File: config.mk
export PLATFORM = sky130hd
export DESIGN_NAME = iir_deemph
export DESIGN_NICKNAME = d
export VERILOG_FILES = /design/src/rtl/iir_deemph_pkg.sv /design/src/rtl/iir_deemph.sv
export SDC_FILE = /design/constraint.sdc
export NUM_CORES = 2
export LEC_CHECK = 0
export ABC_AREA = 1
export ABC_CLOCK_PERIOD_IN_PS = 5920
export BUFFER_PORTS_ARGS = -buffer_cell sky130_fd_sc_hd__buf_2
export CAP_MARGIN = 10
export CORE_MARGIN = 2
export CORE_UTILIZATION = 55
export DETAILED_ROUTE_END_ITERATION = 7
export PLACE_DENSITY = 0.71
export SLEW_MARGIN = 0
export SYNTH_ARGS = -nofsm -noshare
export SYNTH_HDL_FRONTEND = slang
export SYNTH_SLANG_ARGS = --single-unit
export TNS_END_PERCENT = 50
File: constraint.sdc
create_clock -name clock -period 5.92 [get_ports clock]
set_input_delay 1.184 -clock clock [delete_from_list [all_inputs] [get_ports clock]]
set_output_delay 1.184 -clock clock [all_outputs]
set_load 0.02 [all_outputs]
File: src/rtl/iir_deemph_pkg.sv
// Shared constants, state encoding and the dequantizer for the de-emphasis filter.
// Coefficient values match the C golden model.
package iir_deemph_pkg;

   localparam int DATA_SIZE = 32;
   localparam int BITS      = 10;

   localparam logic signed [DATA_SIZE-1:0] X0_COEFF = 32'sh000000B2;
   localparam logic signed [DATA_SIZE-1:0] X1_COEFF = 32'sh000000B2;
   localparam logic signed [DATA_SIZE-1:0] Y1_COEFF = 32'shFFFFFD66;

   typedef enum logic [1:0] {
      S_IDLE  = 2'd0,
      S_MULT  = 2'd1,
      S_SUM   = 2'd2,
      S_WRITE = 2'd3
   } state_t;

   // Divide by 2^BITS rounding toward zero, as C integer division does.
   function automatic logic signed [DATA_SIZE-1:0] dequantize(input logic signed [63:0] p);
      logic signed [63:0] q;
      q = p >>> BITS;
      if (p[63] && (p[BITS-1:0] != '0)) begin
         q = q + 64'sd1;
      end
      return q[DATA_SIZE-1:0];
   endfunction

endpackage

File: src/rtl/iir_deemph.sv
// Two-tap IIR de-emphasis core: y[n] = DEQ(X0*x[n]) + DEQ(X1*x[n-1]) + DEQ(Y1*y[n-1]).
// Pops a FWFT input FIFO, pushes one filtered sample every four cycles.
module iir_deemph
   import iir_deemph_pkg::*;
(
   input  logic                 clock,
   input  logic                 reset,
   input  logic                 x_in_empty,
   output logic                 x_in_rd_en,
   input  logic [DATA_SIZE-1:0] x_in_dout,
   input  logic                 y_out_full,
   output logic                 y_out_wr_en,
   output logic [DATA_SIZE-1:0] y_out_din
);

   state_t state_q, state_d;

   logic signed [DATA_SIZE-1:0] x0_q, x0_d;
   logic signed [DATA_SIZE-1:0] x1_q, x1_d;
   logic signed [DATA_SIZE-1:0] y1_q, y1_d;
   logic signed [DATA_SIZE-1:0] y_q,  y_d;
   logic signed [63:0]          p0_q, p0_d;
   logic signed [63:0]          p1_q, p1_d;
   logic signed [63:0]          p2_q, p2_d;

   always_ff @(posedge clock) begin
      if (reset) begin
         state_q <= S_IDLE;
         x0_q    <= '0;
         x1_q    <= '0;
         y1_q    <= '0;
         y_q     <= '0;
         p0_q    <= '0;
         p1_q    <= '0;
         p2_q    <= '0;
      end else begin
         state_q <= state_d;
         x0_q    <= x0_d;
         x1_q    <= x1_d;
         y1_q    <= y1_d;
         y_q     <= y_d;
         p0_q    <= p0_d;
         p1_q    <= p1_d;
         p2_q    <= p2_d;
      end
   end

   always_comb begin
      state_d     = state_q;
      x0_d        = x0_q;
      x1_d        = x1_q;
      y1_d        = y1_q;
      y_d         = y_q;
      p0_d        = p0_q;
      p1_d        = p1_q;
      p2_d        = p2_q;
      x_in_rd_en  = 1'b0;
      y_out_wr_en = 1'b0;
      // Between writes the output shows the last sample written, which is y1.
      y_out_din   = y1_q;

      case (state_q)
         S_IDLE: begin
            if (!x_in_empty && !reset) begin
               x_in_rd_en = 1'b1;
               x0_d       = x_in_dout;
               state_d    = S_MULT;
            end
         end
         S_MULT: begin
            p0_d    = 64'(X0_COEFF) * 64'(x0_q);
            p1_d    = 64'(X1_COEFF) * 64'(x1_q);
            p2_d    = 64'(Y1_COEFF) * 64'(y1_q);
            state_d = S_SUM;
         end
         S_SUM: begin
            y_d     = dequantize(p0_q) + dequantize(p1_q) + dequantize(p2_q);
            state_d = S_WRITE;
         end
         S_WRITE: begin
            y_out_din = y_q;
            if (!y_out_full && !reset) begin
               y_out_wr_en = 1'b1;
               x1_d        = x0_q;
               y1_d        = y_q;
               state_d     = S_IDLE;
            end
         end
         default: state_d = S_IDLE;
      endcase
   end

endmodule
# [Yosys cells after proc, flatten, opt, wreduce, memory -nomap -nowiden]
# Index checks and enable logic that the tools add are counted.
# Widths: inputs -> output; s select.
[op_classes] n_addsub=5 mul=3 div_mod_pow=0 magnitude_cmp=0 n_eq_ne=5 shift=0 mux=14 bitwise=0 n_reduce_logical=15
[op_table] op="$mux 32" count=7
[op_table] op="$mul 8x32->40 const A" count=2
[op_table] op="$add 31x2->32 const B" count=2
[op_table] op="$add 32x32->32" count=2
[op_table] op="$mul 10x32->42 const A" count=1
[op_table] op="$add 32x2->32 const B" count=1
[op_table] op="$reduce_bool 10->1" count=3
[op_table] op="$pmux 2 s4" count=1
[op_table] op="$reduce_and 2->1" count=3
[op_table] op="$logic_and 1x1->1" count=5
[op_table] op="$eq 2x2->1 const B" count=2
[op_table] op="$mux 1" count=4
[op_table] op="$mux 2" count=2
[op_table] op="$ne 2x2->1 const B" count=2
[op_table] op="$logic_not 1->1" count=3
[op_table] op="$eq 2x1->1 const B" count=1
[op_table] op="$logic_not 2->1" count=1
[word_totals] register_bits=252 latch_bits=0 ramBits=0 romBits=0 elab_cells=50 mem_count=0

# [Depth between registers and ports, before layout]
[logic_depth] ltp_word=6 depth_mapped=28

# [Worst setup path before layout]
# Ideal clock, no wire load.
[synth_path] kind="register to register" startpoint="reg y1_q[6]" endpoint="reg p2_q[33]" setup_ps=109 arrival_time_ps=4357 t_required_ps=5811 slack_ps=1454 stages_incl_launch_ff=22 synth_period_minus_slack_ps=4466 cell_sequence="dfxtp_1 > inv_1 > ha_1 > fa_1 > fa_1 > inv_1 > fa_1 > fa_1 > inv_1 > ha_1 > inv_1 > o21bai_1 > a31oi_1 > o21ai_0 > a21oi_1 > nand2_1 > a21oi_1 > nor2_1 > nor2_1 > nand2_1 > nand2_1 > inv_1"
[synth_between] elab_chain_cells=1
[synth_rtl] item="from (decl)" line="iir_deemph.sv:20" text="logic signed [DATA_SIZE-1:0] y1_q, y1_d;"
[synth_rtl] item="from (signal assigned)" line="iir_deemph.sv:40" text="y1_q <= y1_d;"
[synth_rtl] item="$mul 10x32->42" line="iir_deemph.sv:73" text="p2_d = 64'(Y1_COEFF) * 64'(y1_q);"
[synth_rtl] item="to (signal assigned)" line="iir_deemph.sv:44" text="p2_q <= p2_d;"
[synth_rtl] item="to (decl)" line="iir_deemph.sv:24" text="logic signed [63:0] p2_q, p2_d;"
# No other way between the ends.
# A chain may end at the register's enable or synchronous reset.

# [Worst setup path after layout]
[layout_path] startpoint="reg y1_q[3]" endpoint="reg p2_q[30]"
# Same word-level chain as after synthesis.

==> results.py <==
metrics = {
    "floorplan": {
        "die_y_um": 241,
        "start_util": 0.558,
        "die_area_mm2": 0.0581,
        "io_pins": 70,
        "rows": 86,
        "die_w_um": 241,
        "core-area_mm2": 0.0553,
    },
    "synthesis": {
        "synth_ff_type": "dfxtp_1",
        "syn-cell-area_mm2": 0.0309,
        "ys_ff_latch": 252,
        "syn-num-nets": 4878,
        "synth_edf_count": 0,
        "yosys.area.top_type": "ha_1",
        "avgSynthCellArea_um2": 7.56,
        "async_flop_share": 0,
        "ys_seq_area_frac": 0.163,
        "synth_area_leaders": "ha_1 (19%), fa_1 (18%), dfxtp_1 (16%), inv_1 (9.2%), nand2_1 (8.0%)",
        "yosysWarnings": 0,
        "yosysTopAreaCellShare": 0.194,
        "ys_types": 54,
        "syn-instance-count": 4086,
    },
    "global_routing": {
        "grt_usage": 0.314,
        "grt_pass1_wl_mm": 142,
        "gr-total-overflow": 0,
        "grt_max_degree": 76,
        "grt_pass1_vias": 26300,
        "antenna_found_initial": 2,
    },
    "placed_design": {
        "dp.cells": 4826,
        "hpwl_mm": 73.8,
        "gp_congestion": 0.978,
        "port_buffers": 69,
        "post-place-ws_ns": 0.705,
    },
    "run": {
        "cap_violations": 0,
    },
    "worst_setup_path": {
        "worstSetupPathType": "reg -> reg",
        "crit_family": "adder cells",
        "worstPathRequired_ns": 6.43,
        "max_stage_delay_ns": 0.58,
        "start_kind": "flip-flop",
        "cp.depth": 19,
        "crit_arrival_ns": 5.80,
        "r2r.worst_path.cells": 19,
        "worstPathMaxFanout": 5,
        "crit_slowest_cell": "fa_1",
        "critPathBufInv": 4,
        "end_kind": "flip-flop",
        "crit_chain": "inv_1 -> ha_1 -> fa_1 -> fa_1 -> inv_1 -> fa_1 -> fa_1 -> inv_1 -> ha_1 -> nand2_1 -> nor2_1 -> nand4_1 -> nor3_1 -> a21oi_1 -> o21ai_0 -> a21oi_1 -> o21ai_0 -> nand2_1 -> inv_1",
    },
    "layout": {
        "layout_common_cells": "inv_1 (752), nand2_1 (660), ha_1 (476)",
        "nets": 4907,
        "final_common_cell": "inv_1",
        "final_layout_size_suffix_gt1_frac": 0.0471,
        "fin_cells": 4887,
        "fill_cells": 5328,
        "area_growth_pct": 6.89,
        "diodes": 0,
    },
    "clocking": {
        "ctsResizeCount": 0,
        "clkSinkCount": 252,
        "path_clk_slew_ns": 0.06,
        "cts_root_buf": "clkbuf_16",
        "clock_path_buffers": 3,
        "clk_latency_ns": 0.56,
        "cts_max_level": 2,
        "cts_tree": "yes",
        "ctsHoldBuffers": 0,
        "post-cts-setup-buffers": 0,
        "cts_buffers": 35,
    },
    "sta": {
        "slew_viol_final": 0,
        "relSlewSlack": 0.285,
        "fin_ws_ns": 0.630,
        "rsz0062_at_grt": "false",
        "fin_setup_tns_ns": 0,
        "layout_min_cycle_time_ns": 5.29,
        "finClkSkew_ns": 0.0206,
        "max_clock_freq_mhz": 189,
        "setup_viol": 0,
        "hold_viol": 0,
        "worst_pin_slew_ns": 1.07,
        "fin_crit_sh": 0.894,
    },
    "power": {
        "power_switching_w": 0.00744,
        "p_comb_frac": 0.650,
        "p_leak_nw": 17.6,
        "seqPwrFrac": 0.202,
        "power.internal_w": 0.00627,
        "p_clk_frac": 0.148,
        "swShare": 0.543,
        "ir_worst_vdd_uv": 262,
        "p_total_w": 0.0137,
        "pwr_density_cell_mw_per_mm2": 415,
    },
    "route": {
        "drc": 0,
        "ant_nets": 0,
        "routed_via_density": 5.41,
        "finalWirelength_mm": 89.3,
        "routedWlPerCell_um": 18.3,
        "drt-initial-drc-count": 1547,
        "vias": 26500,
        "dr.pass1.iters": 5,
    },
    "outcome": {
        "status": "finished, final reports clean",
    },
    "min_path": {
        "min_path_type": "reg -> reg",
        "hold_depth": 2,
    },
}
## routing by layer
metal | vias to the layer above | share of wire | global-route usage | routed length [um]
met4 | 0 | 0.053 | 0.149 | 4700
met5 | - | 0 | 0 | 0
li1 | 13200 | - | - | -
met1 | 12400 | 0.44 | 0.394 | 38800
met2 | 584 | 0.48 | 0.546 | 42700
met3 | 198 | 0.034 | 0.0286 | 3080
## synth_stat cells (3+ instances only)
cell type  number
a21boi_0        8
a21boi_1        3
a21o_1         14
a21oi_1       243
a31oi_1        19
buf_1           5
buf_2           9
clkbuf_1       75
dfxtp_1       252
fa_1          277
ha_1          479
inv_1         753
inv_2           5
nand2_1       660
nand2_2         8
nand3_1       104
nand3_2         4
nand4_1        41
nor2_1        401
nor2_2          8
nor3_1         62
nor3_2          7
nor3b_1         3
nor4_1         19
o211ai_1       15
o21a_1         16
o21ai_0       319
o21ai_1        10
o21bai_1       16
o221ai_1        6
o31ai_1        44
or2_2           3
xnor2_1        27
xor2_1        139
## power groups by stage
stage / clock network [W] / logic [W] / registers, W
final: 0.00203 / 0.00891 / 0.00277
after detailed placement: 0 / 0.00875 / 0.00279
after global placement: 0 / 0.00874 / 0.00278
after floorplan: 0 / 0.00636 / 0.00254
after global routing: 0.00213 / 0.00998 / 0.00282
after CTS: 0.00206 / 0.00883 / 0.00276
## cell families after synthesis
group,count (synthesis),share of synthesized area
adders and majority gates,756,0.374
buffers and inverters,847,0.103
and+or+nand+nor,1338,0.182
DFF,252,0.163
AOI/OAI and AO/OA,727,0.130
xor gates and xnor gates,166,0.0471
## per-stage QoR
stage                     instance area, um2  utilization  hold WS, ns
after detailed placement               31900        0.578        0.452
after CTS                              33000        0.597        0.460
after floorplan                        30900            -        0.434
after global placement                 31900        0.578        0.447
final                                  33000        0.597        0.457
after global routing                   33000        0.597        0.483
## sequential cells by signal, summed over array words and instances, names as in the netlist
register	count
y_q	32
y1_q	32
p1_q	40
p2_q	42
p0_q	40
state_q	2
x1_q	32
x0_q	32
## path summary, 6_finish.rpt
check	from	endpoint	slack [ns]
worst max-delay path	y1_q[3]	p2_q[30]	0.63
worst min-delay path	p2_q[5]	p2_q[5]	0.46
worst max register to register	y1_q[3]	p2_q[30]	0.63
worst min register to register	p2_q[5]	p2_q[5]	0.46
## area by class of cell
cell class              instances  area [um2]  area share
repair buffers                 81         442      0.0134
well taps                     748         936      0.0284
clock buffers                  43         946      0.0287
flip-flops and latches        252        5040       0.153
multi-input cells            2987       22700       0.687
inverters                     758        2850      0.0863
clock inverters                18         119     0.00360
## worst reg2reg max path, delay by kind of cell (launching register included)
kind                     cells  cell delay, ns
buffers and inverters        4            0.25
adder cells (fa/ha/maj)      6            2.83
AND/OR/NAND/NOR              5            1.08
AO/OA/AOI/OAI                4            0.63
flip-flops                   1            0.44
Power figures use the tool's default switching activity.
